### src/rtl/alu_exec_stage_if.sv
// alu_exec_stage_if: request/response bundle for the ALU execute stage.
//   Request  (master -> slave): in_valid, aluop, src_a, src_b; slave returns in_ready.
//   Response (slave -> master): out_valid, result, zero, ovf, illegal; master returns out_ready.
//   master modport: the producer/consumer side (testbench or pipeline neighbours).
//   slave modport:  the ALU stage itself.
interface alu_exec_stage_if #(
  parameter int unsigned WIDTH = 32
) ();
  logic             in_valid;
  logic             in_ready;
  logic [2:0]       aluop;
  logic [WIDTH-1:0] src_a;
  logic [WIDTH-1:0] src_b;
  logic             out_valid;
  logic             out_ready;
  logic [WIDTH-1:0] result;
  logic             zero;
  logic             ovf;
  logic             illegal;

  modport master (
    output in_valid, aluop, src_a, src_b, out_ready,
    input  in_ready, out_valid, result, zero, ovf, illegal
  );

  modport slave (
    input  in_valid, aluop, src_a, src_b, out_ready,
    output in_ready, out_valid, result, zero, ovf, illegal
  );
endinterface

### src/rtl/alu_exec_stage.sv
// alu_exec_stage: single-register ALU execute stage with valid/ready on both sides.
//   clk      : rising-edge clock
//   rst      : synchronous active-high reset
//   bus      : alu_exec_stage_if.slave (request in, registered result out)
//   op_count : 16-bit wrapping count of results taken by the consumer
// A request is captured when in_valid && in_ready; the result appears one cycle later and is
// held until out_ready. in_ready allows capture whenever the output register is empty or
// being drained in the same cycle, so streaming runs without bubbles.
module alu_exec_stage #(
  parameter int unsigned WIDTH = 32
) (
  input  logic                 clk,
  input  logic                 rst,
  alu_exec_stage_if.slave      bus,
  output logic [15:0]          op_count
);

  typedef enum logic [2:0] {
    OpAdd = 3'b000,
    OpSub = 3'b001,
    OpAnd = 3'b010,
    OpOr  = 3'b011,
    OpSlt = 3'b100,
    OpXor = 3'b101,
    OpIll = 3'b110,
    OpNop = 3'b111
  } aluop_e;

  logic [WIDTH-1:0] alu_res;
  logic             alu_ovf;
  logic             alu_ill;
  logic [WIDTH-1:0] sum;
  logic [WIDTH-1:0] diff;

  logic             valid_q, valid_d;
  logic [WIDTH-1:0] result_q, result_d;
  logic             zero_q, zero_d;
  logic             ovf_q, ovf_d;
  logic             illegal_q, illegal_d;
  logic [15:0]      count_q, count_d;

  logic capture;
  logic accept;

  // Combinational ALU
  always_comb begin
    alu_res = '0;
    alu_ovf = 1'b0;
    alu_ill = 1'b0;
    sum     = bus.src_a + bus.src_b;
    diff    = bus.src_a - bus.src_b;
    unique case (aluop_e'(bus.aluop))
      OpAdd: begin
        alu_res = sum;
        // Same-sign operands whose sum flips sign
        alu_ovf = (bus.src_a[WIDTH-1] == bus.src_b[WIDTH-1]) &&
                  (sum[WIDTH-1] != bus.src_a[WIDTH-1]);
      end
      OpSub: begin
        alu_res = diff;
        // Opposite-sign operands whose difference loses src_a's sign
        alu_ovf = (bus.src_a[WIDTH-1] != bus.src_b[WIDTH-1]) &&
                  (diff[WIDTH-1] != bus.src_a[WIDTH-1]);
      end
      OpAnd: alu_res = bus.src_a & bus.src_b;
      OpOr:  alu_res = bus.src_a | bus.src_b;
      OpSlt: alu_res = {{(WIDTH-1){1'b0}}, ($signed(bus.src_a) < $signed(bus.src_b))};
      OpXor: alu_res = bus.src_a ^ bus.src_b;
      OpIll: alu_ill = 1'b1;
      OpNop: alu_res = '0;
      default: alu_res = '0;
    endcase
  end

  assign bus.in_ready = !valid_q || bus.out_ready;
  assign capture      = bus.in_valid && bus.in_ready;
  assign accept       = valid_q && bus.out_ready;

  // Next state: a capture in the same cycle as an accept overrides the clear
  always_comb begin
    valid_d   = valid_q;
    result_d  = result_q;
    zero_d    = zero_q;
    ovf_d     = ovf_q;
    illegal_d = illegal_q;
    count_d   = count_q + {15'd0, accept};
    if (accept) begin
      valid_d = 1'b0;
    end
    if (capture) begin
      valid_d   = 1'b1;
      result_d  = alu_res;
      zero_d    = (alu_res == '0);
      ovf_d     = alu_ovf;
      illegal_d = alu_ill;
    end
  end

  always_ff @(posedge clk) begin
    if (rst) begin
      valid_q   <= 1'b0;
      result_q  <= '0;
      zero_q    <= 1'b0;
      ovf_q     <= 1'b0;
      illegal_q <= 1'b0;
      count_q   <= '0;
    end else begin
      valid_q   <= valid_d;
      result_q  <= result_d;
      zero_q    <= zero_d;
      ovf_q     <= ovf_d;
      illegal_q <= illegal_d;
      count_q   <= count_d;
    end
  end

  assign bus.out_valid = valid_q;
  assign bus.result    = result_q;
  assign bus.zero      = zero_q;
  assign bus.ovf       = ovf_q;
  assign bus.illegal   = illegal_q;
  assign op_count      = count_q;

endmodule

### src/flat_wrapper.sv
// flat-port wrapper written by rule: the top's interface ports become plain ports
module alu_exec_stage_flat 
#(
  parameter int unsigned WIDTH = 32
)
  (clk, rst, op_count, bus_in_valid, bus_aluop, bus_src_a, bus_src_b, bus_out_ready, bus_in_ready, bus_out_valid, bus_result, bus_zero, bus_ovf, bus_illegal);
  alu_exec_stage_if #(.WIDTH(WIDTH)) bus_i ();
  input  logic clk;
  input  logic rst;
  output logic [15:0] op_count;
  input wire logic [$bits(bus_i.in_valid)-1:0] bus_in_valid;
  input wire logic [$bits(bus_i.aluop)-1:0] bus_aluop;
  input wire logic [$bits(bus_i.src_a)-1:0] bus_src_a;
  input wire logic [$bits(bus_i.src_b)-1:0] bus_src_b;
  input wire logic [$bits(bus_i.out_ready)-1:0] bus_out_ready;
  output wire logic [$bits(bus_i.in_ready)-1:0] bus_in_ready;
  output wire logic [$bits(bus_i.out_valid)-1:0] bus_out_valid;
  output wire logic [$bits(bus_i.result)-1:0] bus_result;
  output wire logic [$bits(bus_i.zero)-1:0] bus_zero;
  output wire logic [$bits(bus_i.ovf)-1:0] bus_ovf;
  output wire logic [$bits(bus_i.illegal)-1:0] bus_illegal;
  assign bus_i.in_valid = bus_in_valid;
  assign bus_i.aluop = bus_aluop;
  assign bus_i.src_a = bus_src_a;
  assign bus_i.src_b = bus_src_b;
  assign bus_i.out_ready = bus_out_ready;
  assign bus_in_ready = bus_i.in_ready;
  assign bus_out_valid = bus_i.out_valid;
  assign bus_result = bus_i.result;
  assign bus_zero = bus_i.zero;
  assign bus_ovf = bus_i.ovf;
  assign bus_illegal = bus_i.illegal;
  alu_exec_stage #(.WIDTH(WIDTH)) u_core (.clk(clk), .rst(rst), .bus(bus_i), .op_count(op_count));
endmodule
### config.mk
export PLATFORM = sky130hd
export DESIGN_NAME = alu_exec_stage_flat
export DESIGN_NICKNAME = d
export VERILOG_FILES = /design/src/rtl/alu_exec_stage_if.sv /design/src/rtl/alu_exec_stage.sv /design/src/flat_wrapper.sv
export SDC_FILE = /design/constraint.sdc
export NUM_CORES = 1
export LEC_CHECK = 0
export ABC_CLOCK_PERIOD_IN_PS = 3300
export BUFFER_PORTS_ARGS = -buffer_cell sky130_fd_sc_hd__buf_2
export CORE_UTILIZATION = 40
export CTS_BUF_LIST = sky130_fd_sc_hd__clkbuf_2 sky130_fd_sc_hd__clkbuf_4 sky130_fd_sc_hd__clkbuf_8
export DETAILED_ROUTE_END_ITERATION = 7
export PLACE_DENSITY = 0.66
export SLEW_MARGIN = 40
export SYNTH_ARGS = -nofsm -noshare
export SYNTH_HDL_FRONTEND = slang
export SYNTH_SLANG_ARGS = --single-unit
export TNS_END_PERCENT = 10
### constraint.sdc
create_clock -name clk -period 3.3 [get_ports clk]
set_clock_uncertainty 0.2 [all_clocks]
set_input_delay 0.165 -clock clk [delete_from_list [all_inputs] [get_ports clk]]
set_output_delay 0.165 -clock clk [all_outputs]
set_load 0.1 [all_outputs]
==> flow_metrics.env <==
export IMPL_place_worst_setup_slack_ps=-492.4
export IMPL_clockBufferDepth=2
export IMPL_synth_area_um2=7566
export IMPL_drc=0
export IMPL_p_leak_nw=5.019
export IMPL_crit_path_max_fanout=4
export IMPL_final_max_slew_viol_count=0
export IMPL_ys_warn_count=0
export IMPL_synth_top_area_share=0.1687
export IMPL_synth_seq_cells=52
export IMPL_critical_path_class="input pin to register"
export IMPL_track_usage=0.2748
export IMPL_cts_buffers_inserted=5
export IMPL_status="complete, but fails checks"
export IMPL_boundaryPins=124
export IMPL_nNetsFinal=1524
export IMPL_grt_max_degree=52
export IMPL_start_kind="input pin"
export IMPL_hold_ws_ps=101.8
export IMPL_crit_buf_inv=4
export IMPL_post_route_min_period_ps=3390
export IMPL_wl_per_cell_um=16.98
export IMPL_setup_ws_ps=-89.87
export IMPL_path_cells="buf_6 -> inv_4 -> ha_4 -> inv_2 -> fa_2 -> nor2b_1 -> o211ai_1 -> buf_4 -> a211oi_4 -> o2111a_1 -> or3_4 -> o211a_1 -> o31ai_2 -> a21oi_1 -> a211o_1 -> or2_1 -> o31ai_2"
export IMPL_cap_violations=0
export IMPL_fp_dieH_um=139.5
export IMPL_cpMostUsedCell="o31ai_2"
export IMPL_grt_overflow=0
export IMPL_cts_tree="done"
export IMPL_dieArea_um2=19470
export IMPL_cpLargestDelayFamily="compound AO/OA/AOI/OAI gates"
export IMPL_ys_top_cells_by_area="ha_1 17%, dfxtp_1 14%, nor2_1 5.9%"
export IMPL_clk_pin_slew_ps=130
export IMPL_synthTopCellsByCount="119 x nor2_1, 102 x ha_1, 97 x inv_1"
export IMPL_synth_main_ff_cell="dfxtp_1"
export IMPL_die_w_um=139.5
export IMPL_antenna_found_initial=0
export IMPL_fmax_ghz=0.2950
export IMPL_setup_viol=2
export IMPL_place_gp_congestion=0.9687
export IMPL_synth_top_area_cell="ha_1"
export IMPL_vias=8826
export IMPL_violations="setup timing"
export IMPL_finalCritPeriodShare=1.027
export IMPL_drtPass1Iterations=6
export IMPL_yosysMostFrequentCell="nor2_1"
export IMPL_grt_pass1_wl_um=43180
export IMPL_place_area_um2=9982
export IMPL_r2r_slack_ps=1230
export IMPL_antenna_cells=0
export IMPL_arrival_ps=3460
export IMPL_coreArea_um2=18270
export IMPL_synth_edf_count=0
export IMPL_io_buffers=123
export IMPL_hold_class="input pin to register"
export IMPL_ys_types=96
export IMPL_ir_drop_v=0.0002076
export IMPL_ant_nets=0
export IMPL_rsz0062_at_grt="true"
export IMPL_insertion_delay_ps=340
export IMPL_postSynthCellCount=1026
export IMPL_drive_gt1_frac=0.3385
export IMPL_cts_htree_levels=2
export IMPL_worst_pin_slew_ps=790.2
export IMPL_syn_num_nets=1201
export IMPL_finalHoldViolations=0
export IMPL_start_util=0.4141
export IMPL_cts_root_buf="clkbuf_8"
export IMPL_dp_final_hpwl_um=21830
export IMPL_grt_pass1_vias=8241
export IMPL_routed_via_density=5.590
export IMPL_final_area_um2=10250
export IMPL_critPathRequiredTime_ps=3370
export IMPL_row_count=49
export IMPL_seq_area_frac_synth=0.1376
export IMPL_syn_area_per_cell_um2=7.374
export IMPL_syn2layout_area_growth_pct=35.44
export IMPL_maxSlewHeadroom=0.4721
export IMPL_slowest_stage="or3_4"
export IMPL_critPathCaptureType="register"
export IMPL_wirelength_um=26810
export IMPL_async_flop_share=0
export IMPL_p_per_area_nw_per_um2=288.1
export IMPL_clock_sinks=52
export IMPL_drt_iter0_markers=711
export IMPL_slowest_delay_ps=410
through the flow:
step	utilization	power (mW)	instances	setup TNS (ps)
after global placement	0.5464	2.471	1565	-1938
after detailed placement	0.5464	2.483	1565	-2385
after global routing	0.5609	3.123	1579	-576.0
after floorplan	-	1.804	1026	0
after CTS	0.5575	2.927	1577	-17.08
final	0.5609	2.952	1579	-128.7
worst paths after layout:
check,from,endpoint,cells past startpoint
max,bus_src_a[0],u_core.bus.zero$_SDFFE_PP0P_,17
max reg2reg,u_core.op_count[3]$_SDFF_PP0_,u_core.op_count[14]$_SDFF_PP0_,8
min reg2reg,u_core.bus.result[2]$_SDFFE_PP0P_,u_core.bus.result[2]$_SDFFE_PP0P_,2
min,bus_out_ready,u_core.op_count[0]$_SDFF_PP0_,4
per-layer routing:
layer / vias to the layer above / global-route usage / wire [um] / share of wire
met5: - / 0 / 0 / 0
met4: 0 / 0.06825 / 532 / 0.020
met3: 48 / 0.02581 / 1903 / 0.071
met2: 366 / 0.4459 / 11820 / 0.44
met1: 4069 / 0.3891 / 12550 / 0.47
li1: 4343 / - / - / -
cell usage in the layout, fill, tap and decap left out, types with 4 or more instances in the layout:
cell,instances
buf_4,259
buf_2,122
nor2_1,119
ha_1,100
inv_1,95
a21oi_1,85
nand2_1,65
dfxtp_1,52
o21ai_0,36
a211oi_1,35
nand3_1,30
nor3_1,24
o211ai_1,22
nand2b_1,18
xnor2_1,17
nand4_1,15
nor2b_1,15
xor2_1,13
nor4_1,11
o221ai_1,11
a21o_1,10
o211a_1,9
o21bai_1,8
or3_1,7
mux2i_1,7
a221oi_1,6
a211oi_2,6
o31ai_1,6
and3_1,5
a31oi_1,5
o311ai_0,5
a21oi_2,5
clkbuf_8,5
and2_1,4
a221o_1,4
o221a_2,4
o22ai_1,4
state kept, by name (all words and copies together), names as in the netlist:
name                  cells
u_core.bus.zero           1
u_core.bus.out_valid      1
u_core.op_count          16
u_core.bus.illegal        1
u_core.bus.result        32
u_core.bus.ovf            1
power by group:
part           internal, mW  switching [mW]  leakage [nW]
clock                 0.157           0.266        0.0463
sequential            0.665          0.0230         0.427
combinational         0.739            1.10          4.55
total                  1.56            1.39          5.02
timing repair:
item,4_1_cts,5_1_grt
setup endpoints to repair,2,8
hold buffers,3,0
gates cloned,0,0
endpoints found under the hold margin,2,0
resized for setup,12,12
setup buffers,1,2
pin swaps,12,2
worst register-to-register path, stage by stage (launching register included):
cell     delay (ps)
dfxtp_1         430
and3_1          220
and3_1          210
nand3_1         120
nor2_1          230
and4_1          250
nand3_1         100
xor2_1          160
nor2_1           50
area by class of cell:
cell class                 count  area [um^2]
sequential                    52         1041
clock buffer                   5        68.82
fill                        1763         8023
clock inverter                 3        27.53
timing repair buffer         385         2596
multi-input combinational    806         5853
tap                          229        286.5
inverter                      99        374.1
cells by family after synthesis:
group / count (synthesis) / synth area share
AO/OA/AOI/OAI: 324 / 0.3129
XOR/XNOR: 30 / 0.03473
adder cells (fa/ha/maj): 104 / 0.1740
buffers and inverters: 168 / 0.1095
flip-flops: 52 / 0.1376
multiplexers: 8 / 0.01125
AND/OR/NAND/NOR: 340 / 0.2201
Power figures use the tool's default switching activity.
